<file path="src/rtl/issue_select_arbiter.sv">
// issue_select_arbiter
// Shares the single execute-issue slot between the Issue Queue (IQ) and the
// Load/Store Queue (LSQ). The winner is popped by a one-cycle combinational
// grant pulse and captured into a one-deep issue register that feeds execute
// through a valid/ready handshake. IQ wins contests by default; an aging
// counter forces the LSQ through after STARVE_LIMIT consecutive lost contests.
// Optional feature macro: ISS_ARB_RR_EN replaces fixed IQ priority with a
// 1-bit round-robin pointer (aging still overrides the pointer).
module issue_select_arbiter #(
    parameter int DATA_WIDTH   = 137,
    parameter int STARVE_LIMIT = 4,
    parameter int CNT_WIDTH    = 3
) (
    input  logic                  CLK,
    input  logic                  RESET,
    input  logic                  FREEZE,
    input  logic                  FLUSH_IN,
    input  logic                  IQ_req_IN,
    input  logic [DATA_WIDTH-1:0] IQ_data_IN,
    output logic                  IQ_grant_OUT,
    input  logic                  LSQ_req_IN,
    input  logic [DATA_WIDTH-1:0] LSQ_data_IN,
    output logic                  LSQ_grant_OUT,
    input  logic                  EX_ready_IN,
    output logic                  ISS_valid_OUT,
    output logic [DATA_WIDTH-1:0] ISS_data_OUT,
    output logic                  ISS_mem_OUT
);

    // Issue register occupancy states
    localparam logic [0:0] ST_EMPTY = 1'b0;
    localparam logic [0:0] ST_FULL  = 1'b1;

    localparam logic [CNT_WIDTH-1:0] AGE_LIMIT = CNT_WIDTH'(STARVE_LIMIT);

    logic [0:0]            iss_state_q, iss_state_d;
    logic [DATA_WIDTH-1:0] iss_data_q,  iss_data_d;
    logic                  iss_mem_q,   iss_mem_d;
    logic [CNT_WIDTH-1:0]  age_cnt_q,   age_cnt_d;

    logic slot;
    logic force_lsq;
    logic lsq_pick;
    logic iq_grant;
    logic lsq_grant;

`ifdef ISS_ARB_RR_EN
    logic rr_ptr_q, rr_ptr_d;
    logic contested;
`endif

    // Aging counter increment that sticks at the starvation limit
    function automatic logic [CNT_WIDTH-1:0] age_sat_inc(input logic [CNT_WIDTH-1:0] v);
        if (v >= AGE_LIMIT) begin
            return AGE_LIMIT;
        end
        return v + 1'b1;
    endfunction

    // Slot availability and winner selection; grants are pop pulses for this cycle
    always_comb begin
        slot = RESET && !FREEZE && !FLUSH_IN &&
               ((iss_state_q == ST_EMPTY) || EX_ready_IN);
        force_lsq = (age_cnt_q == AGE_LIMIT);
`ifdef ISS_ARB_RR_EN
        contested = IQ_req_IN && LSQ_req_IN;
        lsq_pick  = LSQ_req_IN && (!IQ_req_IN || force_lsq || rr_ptr_q);
`else
        lsq_pick  = LSQ_req_IN && (!IQ_req_IN || force_lsq);
`endif
        lsq_grant = slot && lsq_pick;
        iq_grant  = slot && IQ_req_IN && !lsq_pick;
    end

    // Next state of issue register, aging counter and round-robin pointer
    always_comb begin
        iss_state_d = iss_state_q;
        iss_data_d  = iss_data_q;
        iss_mem_d   = iss_mem_q;
        age_cnt_d   = age_cnt_q;
`ifdef ISS_ARB_RR_EN
        rr_ptr_d    = rr_ptr_q;
`endif
        if (!RESET) begin
            iss_state_d = ST_EMPTY;
            iss_data_d  = '0;
            iss_mem_d   = 1'b0;
            age_cnt_d   = '0;
`ifdef ISS_ARB_RR_EN
            rr_ptr_d    = 1'b0;
`endif
        end else if (FLUSH_IN) begin
            // Squash: drop the in-flight entry but keep its data bits
            iss_state_d = ST_EMPTY;
            iss_mem_d   = 1'b0;
            age_cnt_d   = '0;
        end else if (slot) begin
            if (iq_grant || lsq_grant) begin
                iss_state_d = ST_FULL;
                iss_data_d  = lsq_grant ? LSQ_data_IN : IQ_data_IN;
                iss_mem_d   = lsq_grant;
            end else if (iss_state_q == ST_FULL) begin
                // Execute took the entry and nothing refills it
                iss_state_d = ST_EMPTY;
            end

            if (lsq_grant || !LSQ_req_IN) begin
                age_cnt_d = '0;
            end else if (iq_grant) begin
                age_cnt_d = age_sat_inc(age_cnt_q);
            end

`ifdef ISS_ARB_RR_EN
            if (contested) begin
                rr_ptr_d = !rr_ptr_q;
            end
`endif
        end
    end

    // State registers; reset is folded into the _d logic above
    always_ff @(posedge CLK) begin
        iss_state_q <= iss_state_d;
        iss_data_q  <= iss_data_d;
        iss_mem_q   <= iss_mem_d;
        age_cnt_q   <= age_cnt_d;
`ifdef ISS_ARB_RR_EN
        rr_ptr_q    <= rr_ptr_d;
`endif
    end

    assign IQ_grant_OUT  = iq_grant;
    assign LSQ_grant_OUT = lsq_grant;
    assign ISS_valid_OUT = (iss_state_q == ST_FULL);
    assign ISS_data_OUT  = iss_data_q;
    assign ISS_mem_OUT   = iss_mem_q;

endmodule

</file>
<file path="config.mk">
export PLATFORM = sky130hd
export DESIGN_NAME = issue_select_arbiter
export DESIGN_NICKNAME = d
export VERILOG_FILES = /design/src/rtl/issue_select_arbiter.sv
export SDC_FILE = /design/constraint.sdc
export NUM_CORES = 1
export LEC_CHECK = 0
export CORE_ASPECT_RATIO = 0.5
export CORE_MARGIN = 4
export CORE_UTILIZATION = 32
export CTS_CLUSTER_SIZE = 24
export DETAILED_ROUTE_END_ITERATION = 7
export PLACE_DENSITY = 0.78
export SLEW_MARGIN = 20
export SYNTH_ARGS = -nofsm -noshare
export SYNTH_HDL_FRONTEND = slang
export SYNTH_SLANG_ARGS = --single-unit
export TNS_END_PERCENT = 5
</file>
<file path="constraint.sdc">
create_clock -name CLK -period 1.6 [get_ports CLK]
set_input_delay 0.32 -clock CLK [delete_from_list [all_inputs] [get_ports CLK]]
set_output_delay 0.32 -clock CLK [all_outputs]
set_load 0.05 [all_outputs]
</file>
==> summary.md, run 1 <==
| Metric | Value |
|---|---|
| Status | `finished with violations` |
| Failing checks | `setup timing` |
| First-pass GRT wire length | `40,300 um` |
| Final GP Congestion | `0.859` |
| Synth warn | `0` |
| Layout area overhead | `87.9%` |
| Synthesized flop and latch total | `142` |
| # IOs | `422` |
| Post-route ant nets | `0` |
| Relative slew margins | `49.5%` |
| Final Core Density | `62.9%` |
| Placeable Area | `17,800 sq um` |
| Fmax | `525 MHz` |
| CTS H-tree lvls | `4` |
| Cell area power density | `875 nW/um^2` |
| Worst-path maximum fanout | `2` |
| Clk_lat worst skew | `410 ps` |
| Routed len/inst | `17.9 um` |
| Commonest cells after routing, fill and taps aside | `clkdlybuf4s50_1 (276), nand2_1 (275), buf_4 (163)` |
| Critical path launch point type | `flip-flop` |
| Global Route Usage Sum | `23.7%` |
| Die Wd | `201 um` |
| Initial Util | `33.5%` |
| Min Clock Period, post-route | `1900 ps` |
| CTS sink cnt | `142` |
| Syn Nets | `1,084` |
| Delay of the slowest critical-path stage | `330 ps` |
| Clock transition at path regs | `60 ps` |
| Initial DRT Pass Iterations | `6` |
| DRC | `0` |
| ANT cells | `0` |
| Hpwl dp | `19,100 um` |
| Final Hold Fails | `0` |
| Antenna violations before repair | `0` |
| Post-route setup slack | `-305 ps` |
| Global route total overflow | `0` |
| I/O Buffers | `421` |
| Worst-path cell chain | `inv_2, ha_4, a21bo_2, nand4_1, inv_4, buf_12, buf_12` |
| CP max stage cell | `dfxtp_2` |
| Commonest non-fill, non-tap cell in the layout | `clkdlybuf4s50_1` |
| Cts bufs inserted | `17` |
| Ratio of cells with drive above 1 in the final layout | `19.6%` |
| Avg Inst Size Synth | `7.45 sq um` |
| Largest net degree at the start of global routing | `81` |
| Number of global-route vias before repair | `7,420` |
| Tightest Pin Transition | `758 ps` |
| Detailed-route via count | `7,421` |
| HP Class | `in2reg` |
| Worst vdd ir | `0.000666 V` |
| Period Utilization, post-route | `119%` |
| Crit. End Element | `primary output` |
| Seq/Total Area, Yosys | `47.6%` |
| Data required time at the worst endpoint | `1280 ps` |
| Cells after synthesis | `801` |
| Clock skew | `11.6 ps` |
| Root buf cell | `clkbuf_16` |
| Via density per instance | `5.06` |
| Critical path's most frequent cell | `buf_12` |
| Post-Syn Area | `5970 sq um` |
| Sequential Area | `2850 sq um` |
| Fill cells | `1,506` |
| WL final | `26,300 um` |
| Synth unique cells | `23` |
| Final Max Tran Viols | `0` |
| RSZ-0062 raised after global routing | `yes` |
| CTS Buffer Depth | `2` |
| Pleak | `4.74 nW` |
| Total power | `9.81 mW` |
| Critical path arrival | `1580 ps` |
| Max Cap Viol | `0` |
| Die Height | `105 um` |
| Crit path kind | `reg2out` |
| TritonCTS clock tree | `yes` |
| Die area | `21,000 sq um` |
| Multi-input gate area | `2810 sq um` |
| Final setup viols | `137` |
| Starting DRT DRC Count | `420` |
| Layout Nets | `1,503` |
| # rows | `34` |
==> repair_timing <==
item | in CTS | in global routing
gates cloned | 2 | 1
buffers inserted | 7 | 0
pin swaps | 7 | 15
setup endpoints to repair | 141 | 140
hold buffers | 0 | 0
resized for setup | 28 | 6
==> stage by stage <==
stage	setup WS (ps)	hold WS, ps	TNS [ps]	instance area (sq um)	cells
after global placement	-598	480	-76090	10400	1425
after detailed placement	-654	502	-82820	10400	1425
final	-305	360	-15320	11200	1466
after floorplan	-15.0	449	-300	6000	801
after CTS	-323	286	-14330	11200	1465
after global routing	-398	340	-34350	11200	1466
==> synthesized netlist by cell type <==
library cell	n	area, sq um
nand4_1	6	37.5
nand3_1	1	5.00
nor3_1	1	5.00
a21oi_1	5	25.0
a21bo_2	1	10.0
nor3_4	1	16.3
nand2_1	275	1030
o21ai_1	54	270
o21ai_0	85	425
dfxtp_1	142	2840
buf_1	2	7.51
nand2b_1	2	12.5
and3_1	1	6.26
buf_4	8	60.1
buf_2	20	100
nor3b_1	1	7.51
nor2_1	4	15.0
ha_1	2	25.0
clkbuf_1	45	169
a31oi_1	137	857
inv_1	6	22.5
nor2b_1	1	6.26
or3b_1	1	8.76
==> per-layer routing <==
| metal | vias to the layer above | routed length, um | track usage [%] |
|---|---|---|---|
| li1 | 3623 | - | - |
| met2 | 314 | 13300 | 42.2 |
| met3 | 66 | 1650 | 5.08 |
| met5 | - | 0 | 0 |
| met1 | 3418 | 10400 | 28.1 |
| met4 | 0 | 892 | 9.52 |
==> where the power goes <==
group          internal (mW)  switching, mW
Combinational           1.03           1.08
Sequential              3.70         0.0896
Clock                   2.43           1.49
Total                   7.15           2.66
==> critical path: cells and delay by family, from the launching register on <==
| family | cells | cell delay (ps) |
|---|---|---|
| compound gates | 1 | 180 |
| flops | 1 | 330 |
| buf+inv | 4 | 360 |
| fa+ha+maj | 1 | 150 |
| simple gates | 1 | 150 |
==> state kept, by name, summed over array words and instances, names as in the netlist <==
name           cells
ISS_valid_OUT      1
ISS_data_OUT     137
age_cnt_q          3
ISS_mem_OUT        1
==> cells by family after synthesis <==
logic type	share of synthesized area (%)
buffers and inverters	6.02
adder cells (fa/ha/maj)	0.419
AO/OA/AOI/OAI	26.6
flip-flops	47.6
AND/OR/NAND/NOR	19.3
==> final timing paths <==
path / from / end / slack [ps] / cells after the start
setup / recovery: age_cnt_q[0] / LSQ_grant_OUT / -300 / 7
hold reg to reg: ISS_mem_OUT / ISS_mem_OUT / 510 / 2
hold / removal: RESET / ISS_data_OUT[99] / 360 / 4
setup reg to reg: age_cnt_q[1] / ISS_data_OUT[58] / -190 / 10
==> layout make-up <==
type | instances | area share, %
repair buffers | 475 | 41.5
flip-flops and latches | 142 | 25.4
multi-input cells | 578 | 25.1
clock buffers | 27 | 4.75
well taps | 234 | 2.61
clock inverters | 4 | 0.446
inverters | 6 | 0.223
(Power assumes the default switching activity.)
==> run 2: changes to the inputs <==
--- a/config.mk
+++ b/config.mk
@@ -10,7 +10,9 @@
 export CORE_UTILIZATION = 32
 export CTS_CLUSTER_SIZE = 24
 export DETAILED_ROUTE_END_ITERATION = 7
+export GPL_ROUTABILITY_DRIVEN = 0
 export PLACE_DENSITY = 0.78
+export SETUP_SLACK_MARGIN = 0.5
 export SLEW_MARGIN = 20
 export SYNTH_ARGS = -nofsm -noshare
 export SYNTH_HDL_FRONTEND = slang
==> run 2 against run 1 <==
Against the previous run: the flow still finishes with violations (setup timing); total power up 2.8%; worst setup slack worse by 87 ps; combinational power up 15%; wire length up 15%; global-route usage up 2.0 points; sequential share of layout area down 3.3 points; die area unchanged; non-clock buffer count up 39; clock power down 2%; via count up 7.5%; flip-flop and latch count unchanged; critical endpoint unchanged; largest power group unchanged; highest routed layer unchanged.
==> summary.md, run 2 (synthesis results as in run 1) <==
| Metric | Value |
|---|---|
| Status | `finished with violations` |
| Failing checks | `setup timing` |
| Post-route cell area | `12,900 sq um (+15%)` |
| HP Class | `in2reg` |
| ANT cells | `0 (unchanged)` |
| Die Wd | `201 um (unchanged)` |
| Hold worst-path end | `ISS_mem_OUT` |
| Routed len/inst | `20.1 um (+12%)` |
| Cts bufs inserted | `17 (unchanged)` |
| Data required time at the worst endpoint | `1280 ps (about the same)` |
| Clock transition at path regs | `60 ps (about the same)` |
| Cell area power density | `780 nW/um^2 (-11%)` |
| Post-route setup slack | `-391 ps (-86.8 ps)` |
| First-pass GRT wire length | `43,400 um (+7.6%)` |
| Clock skew | `9.94 ps (-1.66 ps)` |
| DP Cell Count | `1,420 (-0.35%)` |
| Antenna violations before repair | `0 (unchanged)` |
| Setup crit start | `age_cnt_q[1]` |
| Cells on Worst Hold Path | `3 (-1)` |
| Commonest non-fill, non-tap cell in the layout | `clkdlybuf4s50_1` |
| Min Clock Period, post-route | `1990 ps (+86.8 ps)` |
| Initial DRT Pass Iterations | `6 (unchanged)` |
| Reg2Reg Setup Slack | `-390 ps (-200 ps)` |
| Post-Place Cell Area | `10,400 sq um (+0.39%)` |
| Detailed-route via count | `7,976 (+7.5%)` |
| Placeable Area | `17,800 sq um (unchanged)` |
| Max Cap Viol | `0 (unchanged)` |
| Ratio of cells with drive above 1 in the final layout | `24.8% (+5.2 points)` |
| Hpwl dp | `18,700 um (-2.1%)` |
| Number of global-route vias before repair | `7,766 (+4.7%)` |
| Relative slew margins | `31.9% (-18 points)` |
| Final Hold Fails | `0 (unchanged)` |
| Post-route ant nets | `0 (unchanged)` |
| Worst vdd ir | `0.000603 V (-9.4%)` |
| Global Route Usage Sum | `25.7% (+2.0 points)` |
| Critical path's most frequent cell | `buf_12` |
| Delay of the slowest critical-path stage | `340 ps (about the same)` |
| Tightest Pin Transition | `1020 ps (+263 ps)` |
| CTS H-tree lvls | `4 (unchanged)` |
| RR Endpoint | `ISS_data_OUT[69]` |
| Final Hold Slack | `368 ps (+8.81 ps)` |
| Die Height | `105 um (unchanged)` |
| Total power | `10.1 mW (+2.8%)` |
| WL final | `30,300 um (+15%)` |
| Via density per instance | `5.30 (+4.7%)` |
| CTS sink cnt | `142 (unchanged)` |
| Crit path kind | `reg2out` |
| Pleak | `5.32 nW (+12%)` |
| Die area | `21,000 sq um (unchanged)` |
| Hold wc startpoint | `FLUSH_IN` |
| Initial Util | `33.5% (unchanged)` |
| Hold_buf cts | `0 (unchanged)` |
| Critical path arrival | `1670 ps (+90 ps)` |
| DRC | `0 (unchanged)` |
| TritonCTS clock tree | `yes` |
| Layout area overhead | `117%` |
| Fmax | `502 MHz (-4.4%)` |
| Commonest cells after routing, fill and taps aside | `clkdlybuf4s50_1 (276), nand2_1 (246), buf_6 (146)` |
| Worst reg2reg startpoint | `age_cnt_q[1]` |
| Non-filler instance count after layout | `1,505 (+2.7%)` |
| R2R cell count | `11 (+1)` |
| Final Core Density | `72.5% (+9.6 points)` |
| Final setup viols | `140 (+2.2%)` |
| Clk_lat worst skew | `410 ps (about the same)` |
| Worst-path maximum fanout | `2 (unchanged)` |
| Global route total overflow | `0 (unchanged)` |
| RSZ-0062 raised after global routing | `yes` |
| # IOs | `422 (unchanged)` |
| CP max stage cell | `dfxtp_2` |
| Worst-path cell chain | `inv_2, ha_4, a21bo_2, nand4_1, inv_4, buf_12, buf_12` |
| Final Max Tran Viols | `0 (unchanged)` |
| I/O Buffers | `421 (unchanged)` |
| Crit. End Element | `primary output` |
| Period Utilization, post-route | `124% (+5.4 points)` |
| Starting DRT DRC Count | `560 (+33%)` |
| # rows | `34 (unchanged)` |
| Layout Nets | `1,542 (+2.6%)` |
| Root buf cell | `clkbuf_16` |
| Largest register FFs | `137 (unchanged)` |
| CTS Buffer Depth | `2 (unchanged)` |
| Critical path launch point type | `flip-flop` |
| Largest net degree at the start of global routing | `111 (+37%)` |
## run 2: changes by cell type in the layout (fill, tap and decap cells not counted), sizes merged
| cell | change |
|---|---|
| buf | +29 |
| bufbuf | +2 |
| bufinv | +1 |
| clkbuf | +7 |
| clkdlybuf4s15 | -2 |
| clkinv | +3 |
| clkinvlp | -1 |
## run 2: worst max-delay path: cells and delay by family (launching register included)
kind | cells | cell delay [ps]
DFF | 1 | 340
buffers and inverters | 4 | 400
and+or+nand+nor | 1 | 210
adders and majority gates | 1 | 150
AOI/OAI and AO/OA | 1 | 190
## run 2: worst max path at each step
stage          slack (ps)               end
6_report             -390     LSQ_grant_OUT
5_1_grt              -470     LSQ_grant_OUT
4_1_cts              -360     LSQ_grant_OUT
3_5_place_dp         -590  ISS_data_OUT[30]
3_3_place_gp         -530  ISS_data_OUT[30]
2_1_floorplan          50   ISS_data_OUT[0]
## run 2: metrics by stage
stage	setup WS (ps)	TNS (ps)
floorplan	49.5	0
global placement	-534	-65350
detailed placement	-592	-70720
CTS	-358	-14810
global route	-468	-46620
finish	-391	-33890
## run 2: power breakdown
part / total, mW / switching [mW] / internal (mW)
combinational: 2.42 / 1.16 / 1.26
sequential: 3.82 / 0.121 / 3.70
clock: 3.85 / 1.48 / 2.36
## run 2: cell type report
type                            count  area [sq um]
Inverter                            6          25.0
Clock buffer                       24           472
Clock inverter                      7          87.6
Sequential cell                   142          2850
Multi-Input combinational cell    578          3010
Timing Repair Buffer              514          6190
Tap cell                          234           293
Fill cell                        1240          4890
## run 2: metal layers
layer / part of all wire (%) / GRT usage, % / vias to the layer above / routed length (um)
met5: 0 / 0 / - / 0
met4: 3.4 / 9.96 / 0 / 1020
met3: 6.7 / 5.69 / 78 / 2020
met2: 50 / 45.2 / 390 / 15300
met1: 40 / 30.9 / 3781 / 12000
li1: - / - / 3727 / -
## run 2: repair_timing
| action | CTS | global route |
|---|---|---|
| setup endpoints to repair | 283 | 283 |
| gates cloned | 20 | 10 |
| pin swaps | 35 | 83 |
| setup buffers | 17 | 7 |
| resized for setup | 186 | 69 |
